## config.mk

```make
export PLATFORM = sky130hd
export DESIGN_NAME = reg_cmd_ctrl_flat
export DESIGN_NICKNAME = d
export VERILOG_FILES = /design/src/rtl/reg_cmd_ctrl_if.sv /design/src/rtl/reg_cmd_ctrl.sv /design/src/flat_wrapper.sv
export SDC_FILE = /design/constraint.sdc
export NUM_CORES = 1
export LEC_CHECK = 0
export CAP_MARGIN = 5
export CORE_MARGIN = 4
export CORE_UTILIZATION = 49
export DETAILED_ROUTE_END_ITERATION = 10
export GPL_ROUTABILITY_DRIVEN = 0
export PLACE_DENSITY_LB_ADDON = 0.1
export SYNTH_ARGS = -nofsm -noshare
export SYNTH_HDL_FRONTEND = slang
export SYNTH_SLANG_ARGS = --single-unit
```

## constraint.sdc

```tcl
create_clock -name clk -period 2.08 [get_ports clk]
set_input_delay 0.312 -clock clk [delete_from_list [all_inputs] [get_ports clk]]
set_output_delay 0.312 -clock clk [all_outputs]
set_load 0.01 [all_outputs]
```

## src/rtl/reg_cmd_ctrl_if.sv

```systemverilog
// Command and response handshake bundle for reg_cmd_ctrl.
// The command source drives through master; the controller uses slave.
interface reg_cmd_ctrl_if #(
    parameter int WIDTH = 32
);
    logic             cmd_valid;
    logic             cmd_ready;
    logic [1:0]       cmd_op;
    logic [WIDTH-1:0] cmd_data;
    logic             rsp_valid;
    logic             rsp_ready;
    logic [WIDTH-1:0] rsp_data;
    logic             rsp_err;

    modport master (
        output cmd_valid, cmd_op, cmd_data, rsp_ready,
        input  cmd_ready, rsp_valid, rsp_data, rsp_err
    );

    modport slave (
        input  cmd_valid, cmd_op, cmd_data, rsp_ready,
        output cmd_ready, rsp_valid, rsp_data, rsp_err
    );
endinterface

```

## src/rtl/reg_cmd_ctrl.sv

```systemverilog
// Command-driven controller for one data register. Issues write/increment/
// clear strobes, keeps a shadow of the expected register contents, compares
// the read-back against it after every command and returns the result.
module reg_cmd_ctrl #(
    parameter int WIDTH = 32,
    parameter int ERRW  = 8
) (
    input  logic             clk,
    input  logic             rst_s,
    reg_cmd_ctrl_if.slave    bus,
    output logic             reg_we,
    output logic             reg_inc,
    output logic             reg_clr,
    output logic [WIDTH-1:0] reg_din,
    input  logic [WIDTH-1:0] reg_dout,
    output logic [ERRW-1:0]  err_cnt
);

    localparam logic [1:0] OP_READ  = 2'b00;
    localparam logic [1:0] OP_WRITE = 2'b01;
    localparam logic [1:0] OP_INC   = 2'b10;
    localparam logic [1:0] OP_CLEAR = 2'b11;

    typedef enum logic [1:0] {
        IDLE  = 2'd0,
        ISSUE = 2'd1,
        CHECK = 2'd2,
        RESP  = 2'd3
    } state_t;

    state_t           state_reg;
    state_t           state_next;
    logic [1:0]       op_reg;
    logic [WIDTH-1:0] data_reg;
    logic [3:0]       cnt_reg;       // remaining increment strobes minus one
    logic [WIDTH-1:0] shadow_reg;
    logic [WIDTH-1:0] rsp_data_reg;
    logic             rsp_err_reg;
    logic [ERRW-1:0]  err_cnt_reg;

    logic accept;
    logic strobe_we;
    logic strobe_inc;
    logic strobe_clr;
    logic mismatch;

    // State register; reset abandons any command in flight.
    always_ff @(posedge clk) begin
        if (rst_s) begin
            state_reg <= IDLE;
        end else begin
            state_reg <= state_next;
        end
    end

    // Next-state and strobe decode; strobes depend only on registered state.
    always_comb begin
        state_next = state_reg;
        accept     = 1'b0;
        strobe_we  = 1'b0;
        strobe_inc = 1'b0;
        strobe_clr = 1'b0;
        case (state_reg)
            IDLE: begin
                if (bus.cmd_valid) begin
                    accept     = 1'b1;
                    state_next = (bus.cmd_op == OP_READ) ? CHECK : ISSUE;
                end
            end
            ISSUE: begin
                case (op_reg)
                    OP_WRITE: begin
                        strobe_we  = 1'b1;
                        state_next = CHECK;
                    end
                    OP_CLEAR: begin
                        strobe_clr = 1'b1;
                        state_next = CHECK;
                    end
                    OP_INC: begin
                        strobe_inc = 1'b1;
                        if (cnt_reg == 4'd0) begin
                            state_next = CHECK;
                        end
                    end
                    default: begin
                        state_next = CHECK;
                    end
                endcase
            end
            CHECK: begin
                state_next = RESP;
            end
            RESP: begin
                if (bus.rsp_ready) begin
                    state_next = IDLE;
                end
            end
            default: begin
                state_next = IDLE;
            end
        endcase
    end

    // Latch the command fields and count down increment repeats.
    always_ff @(posedge clk) begin
        if (rst_s) begin
            op_reg   <= OP_READ;
            data_reg <= '0;
            cnt_reg  <= 4'd0;
        end else if (accept) begin
            op_reg   <= bus.cmd_op;
            data_reg <= bus.cmd_data;
            cnt_reg  <= bus.cmd_data[3:0];
        end else if (strobe_inc) begin
            cnt_reg  <= cnt_reg - 4'd1;
        end
    end

    // Shadow tracks what the register should hold after each strobe.
    always_ff @(posedge clk) begin
        if (rst_s) begin
            shadow_reg <= '0;
        end else if (strobe_we) begin
            shadow_reg <= data_reg;
        end else if (strobe_clr) begin
            shadow_reg <= '0;
        end else if (strobe_inc) begin
            shadow_reg <= shadow_reg + WIDTH'(1);
        end
    end

    assign mismatch = (reg_dout != shadow_reg);

    // Capture the read-back in CHECK and hold it through RESP.
    always_ff @(posedge clk) begin
        if (rst_s) begin
            rsp_data_reg <= '0;
            rsp_err_reg  <= 1'b0;
        end else if (state_reg == CHECK) begin
            rsp_data_reg <= reg_dout;
            rsp_err_reg  <= mismatch;
        end
    end

    // Saturating mismatch counter, cleared only by reset.
    always_ff @(posedge clk) begin
        if (rst_s) begin
            err_cnt_reg <= '0;
        end else if ((state_reg == CHECK) && mismatch && (err_cnt_reg != {ERRW{1'b1}})) begin
            err_cnt_reg <= err_cnt_reg + ERRW'(1);
        end
    end

    // Write data is gated so the bus reads zero whenever no write strobe is up.
    generate
        for (genvar gi = 0; gi < WIDTH; gi++) begin : g_din
            assign reg_din[gi] = data_reg[gi] & strobe_we;
        end
    endgenerate

    assign reg_we        = strobe_we;
    assign reg_inc       = strobe_inc;
    assign reg_clr       = strobe_clr;
    assign err_cnt       = err_cnt_reg;
    assign bus.cmd_ready = (state_reg == IDLE);
    assign bus.rsp_valid = (state_reg == RESP);
    assign bus.rsp_data  = rsp_data_reg;
    assign bus.rsp_err   = rsp_err_reg;

endmodule
```

## src/flat_wrapper.sv

```systemverilog
// flat-port wrapper written by rule: the top's interface ports become plain ports
module reg_cmd_ctrl_flat 
#(
    parameter int WIDTH = 32,
    parameter int ERRW  = 8
)
  (clk, rst_s, reg_we, reg_inc, reg_clr, reg_din, reg_dout, err_cnt, bus_cmd_valid, bus_cmd_op, bus_cmd_data, bus_rsp_ready, bus_cmd_ready, bus_rsp_valid, bus_rsp_data, bus_rsp_err);
  reg_cmd_ctrl_if #(.WIDTH(WIDTH)) bus_i ();
  input  logic clk;
  input  logic rst_s;
  output logic reg_we;
  output logic reg_inc;
  output logic reg_clr;
  output logic [WIDTH-1:0] reg_din;
  input  logic [WIDTH-1:0] reg_dout;
  output logic [ERRW-1:0] err_cnt;
  input wire logic [$bits(bus_i.cmd_valid)-1:0] bus_cmd_valid;
  input wire logic [$bits(bus_i.cmd_op)-1:0] bus_cmd_op;
  input wire logic [$bits(bus_i.cmd_data)-1:0] bus_cmd_data;
  input wire logic [$bits(bus_i.rsp_ready)-1:0] bus_rsp_ready;
  output wire logic [$bits(bus_i.cmd_ready)-1:0] bus_cmd_ready;
  output wire logic [$bits(bus_i.rsp_valid)-1:0] bus_rsp_valid;
  output wire logic [$bits(bus_i.rsp_data)-1:0] bus_rsp_data;
  output wire logic [$bits(bus_i.rsp_err)-1:0] bus_rsp_err;
  assign bus_i.cmd_valid = bus_cmd_valid;
  assign bus_i.cmd_op = bus_cmd_op;
  assign bus_i.cmd_data = bus_cmd_data;
  assign bus_i.rsp_ready = bus_rsp_ready;
  assign bus_cmd_ready = bus_i.cmd_ready;
  assign bus_rsp_valid = bus_i.rsp_valid;
  assign bus_rsp_data = bus_i.rsp_data;
  assign bus_rsp_err = bus_i.rsp_err;
  reg_cmd_ctrl #(.WIDTH(WIDTH), .ERRW(ERRW)) u_core (.clk(clk), .rst_s(rst_s), .bus(bus_i), .reg_we(reg_we), .reg_inc(reg_inc), .reg_clr(reg_clr), .reg_din(reg_din), .reg_dout(reg_dout), .err_cnt(err_cnt));
endmodule
```

==> results_dict.tcl <==
set metrics [dict create \
    detail_route.wl_per_cell_um 16.9 \
    start_util_pct 50.9 \
    min_to "u_core.bus.rsp_data[27]" \
    fmax_ghz 0.490 \
    r2r_start "u_core.shadow_reg[27]" \
    finClkSkew_ns 0.00701 \
    syn2layout_area_growth_pct 48.8 \
    cts_made_buffers 17 \
    syn_inst 692 \
    yosysTopAreaCell "dfxtp_1" \
    grt_use_total_pct 26.1 \
    relSlewSlack_pct 70.5 \
    clkTransAtPathRegs_ns 0.05 \
    cp-start-kind "register" \
    num_antenna_cells 0 \
    stdcell_count 1043 \
    grt_pass1_wl_mm 27.8 \
    io_buffers 147 \
    drv_slew 0 \
    use_met2_pct 42.4 \
    placementRows 38 \
    clockRootBuffer "clkbuf_16" \
    maxCapViolCount 0 \
    power.leakage_nw 3.33 \
    fin_ws_ns 0.0382 \
    final_nets 969 \
    synth_top_flop_cell "dfxtp_1" \
    period_minus_slack_ns 2.04 \
    syn_area_mm2 0.00561 \
    period_share_pct 98.2 \
    n_fill_cell 809 \
    setup_violations 0 \
    grtUsageMet3_pct 5.68 \
    rr_worst_depth 7 \
    avgSynthCellArea_um2 8.11 \
    antenna_found_initial 0 \
    synth-edff-count 0 \
    drt_wl_total_mm 17.7 \
    dp_hpwl_mm 12.8 \
    arrival_ns 1.73 \
    min_path_cells 2 \
    core_area_mm2 0.0110 \
    clkLatencyLatePin_ns 0.41 \
    critPathKind "reg -> out" \
    p_per_area_mw_per_mm2 945 \
    cts_tree "built" \
    multiInputGateArea_mm2 0.00322 \
    regArea_mm2 0.00227 \
    grt_pass1_vias 5587 \
    die_h_um 115 \
    synth_seq_cells 113 \
    final_hold_viol_count 0 \
    ff2ff_setup_slack_ns 0.05 \
    htree_levels 4 \
    rsz0062_at_grt "true" \
    grt_max_degree 45 \
    die-width_um 115 \
    antenna_left 0 \
    via_per_inst 5.58 \
    met1_usage_pct 34.3 \
    clock_sinks 113 \
    utilization_pct 75.7 \
    cp.required_ns 1.77 \
    globalRoute.busiestLayer "met2" \
    hp-class "in -> reg" \
    io-pin-count 148 \
    pre_cts_ws_ns -0.375 \
    gr-total-overflow 0 \
    r2r-end "u_core.err_cnt[5]" \
    drc 0 \
    cp-end-kind "output pin" \
    cts_buffer_depth 2 \
    synth_nets 770 \
    drt_iter0_drc 528 \
    synth_top_area_share_pct 40.3 \
    synth_area_leaders "dfxtp_1 (40%), nand2_1 (6.9%), a21oi_1 (6.8%), mux2i_1 (6.2%), xnor2_1 (5.9%)" \
    synth.distinct_cells 54 \
    dieArea_mm2 0.0132 \
    critical_path.max_fanout 17 \
    hp-start "rst_s" \
    total_power_mw 7.90 \
    layout-drive-gt1-share_pct 21.2 \
    worstMarginPinSlew_ns 0.439 \
    ys_seq_area_share_pct 40.3 \
    dr_total_vias 5815 \
    vdd_drop_max_v 0.000694 \
    async_flop_share_pct 0 \
    yosysWarnings 0 \
    place_inst 1009 \
    status "completed" \
    first_pass_iters 5 \
]
-- placed cells by master (no fill, tap or decap), types with 9 or more instances in the layout --
cell,n
clkdlybuf4s50_1,110
dfxtp_1,107
nand2_1,103
a21oi_1,76
buf_4,75
nor2_1,68
xnor2_1,37
mux2i_1,35
nor3_1,26
and3_1,19
clkbuf_16,18
inv_1,15
nand4_1,15
and3_4,14
nand3_1,11
clkdlybuf4s15_2,11
o21ai_0,10
buf_2,9
-- metal layers --
layer  part of all wire, %  vias to the layer above
met5                     0                        -
met4                   2.0                        0
met3                   7.6                       37
met2                    47                      263
met1                    43                     2709
li1                      -                     2806
-- per-stage QoR --
step / hold WS [ns] / setup TNS [ns] / area, um2
global placement: 0.439 / -2.86 / 7670
finish: 0.339 / 0 / 8350
global route: 0.368 / -0.199 / 8350
floorplan: 0.432 / 0 / 5610
detailed placement: 0.442 / -3.45 / 7670
CTS: 0.316 / -0.0140 / 8300
-- worst max-delay path, stage by stage, from the launching register on --
cell             delay (ns)
dfxtp_2                0.33
inv_2                  0.05
ha_4                   0.17
nand2_1                0.10
buf_4                  0.21
and3_4                 0.23
clkdlybuf4s15_2        0.22
-- power by group --
group / switching (mW) / internal [mW]
Clock: 1.04 / 1.75
Sequential: 0.231 / 2.51
Combinational: 1.20 / 1.17
Total: 2.47 / 5.43
-- area by class of cell --
cell class / count / area share [%]
Clock buffer: 18 / 5.14
Sequential cell: 113 / 27.2
Inverter: 16 / 0.719
Clock inverter: 13 / 1.68
Timing Repair Buffer: 227 / 24.7
Tap cell: 140 / 2.10
Multi-Input combinational cell: 516 / 38.5
-- cells in the mapped netlist, types with 6 or more instances --
| library cell | instances |
|---|---|
| a211oi_1 | 8 |
| a21o_1 | 6 |
| a21oi_1 | 76 |
| a31o_2 | 8 |
| and3_1 | 33 |
| buf_1 | 6 |
| buf_2 | 9 |
| clkbuf_1 | 29 |
| dfxtp_1 | 113 |
| ha_1 | 8 |
| inv_1 | 16 |
| mux2i_1 | 35 |
| nand2_1 | 103 |
| nand2b_1 | 6 |
| nand3_1 | 12 |
| nand4_1 | 15 |
| nor2_1 | 69 |
| nor3_1 | 26 |
| o21ai_0 | 10 |
| xnor2_1 | 38 |
| xor2_1 | 6 |
-- logic make-up (layout without fill, tap and decap cells) --
family          count (synthesis)  after routing  synth area share [%]
fa+ha+maj                       8              8                  1.78
mux                            37             37                  6.64
simple gates                  291            291                  25.0
flops                         113            113                  40.3
buf+inv                        63            274                  4.75
compound gates                136            136                  14.7
xor+xnor                       44             44                  6.86
-- worst max path at each step --
stage                   endpoint  slack, ns  depth (start not counted)                 from
2_1_floorplan        reg_din[15]       0.17                          7  u_core.state_reg[1]
3_3_place_gp   u_core.err_cnt[5]      -0.35                          8         reg_dout[27]
3_5_place_dp   u_core.err_cnt[5]      -0.38                          8         reg_dout[27]
4_1_cts              reg_din[21]      -0.01                          5  u_core.state_reg[0]
5_1_grt              reg_din[29]      -0.03                          6  u_core.state_reg[1]
6_report             reg_din[11]       0.04                          6  u_core.state_reg[1]
-- what timing repair did --
item,in CTS,in global routing
gates resized for setup,113,25
hold buffers,0,0
cloned,0,1
pin swaps,1,1
setup buffers,1,1
setup endpoints to repair,36,36
Note: power is estimated with default switching activity, not from simulation.
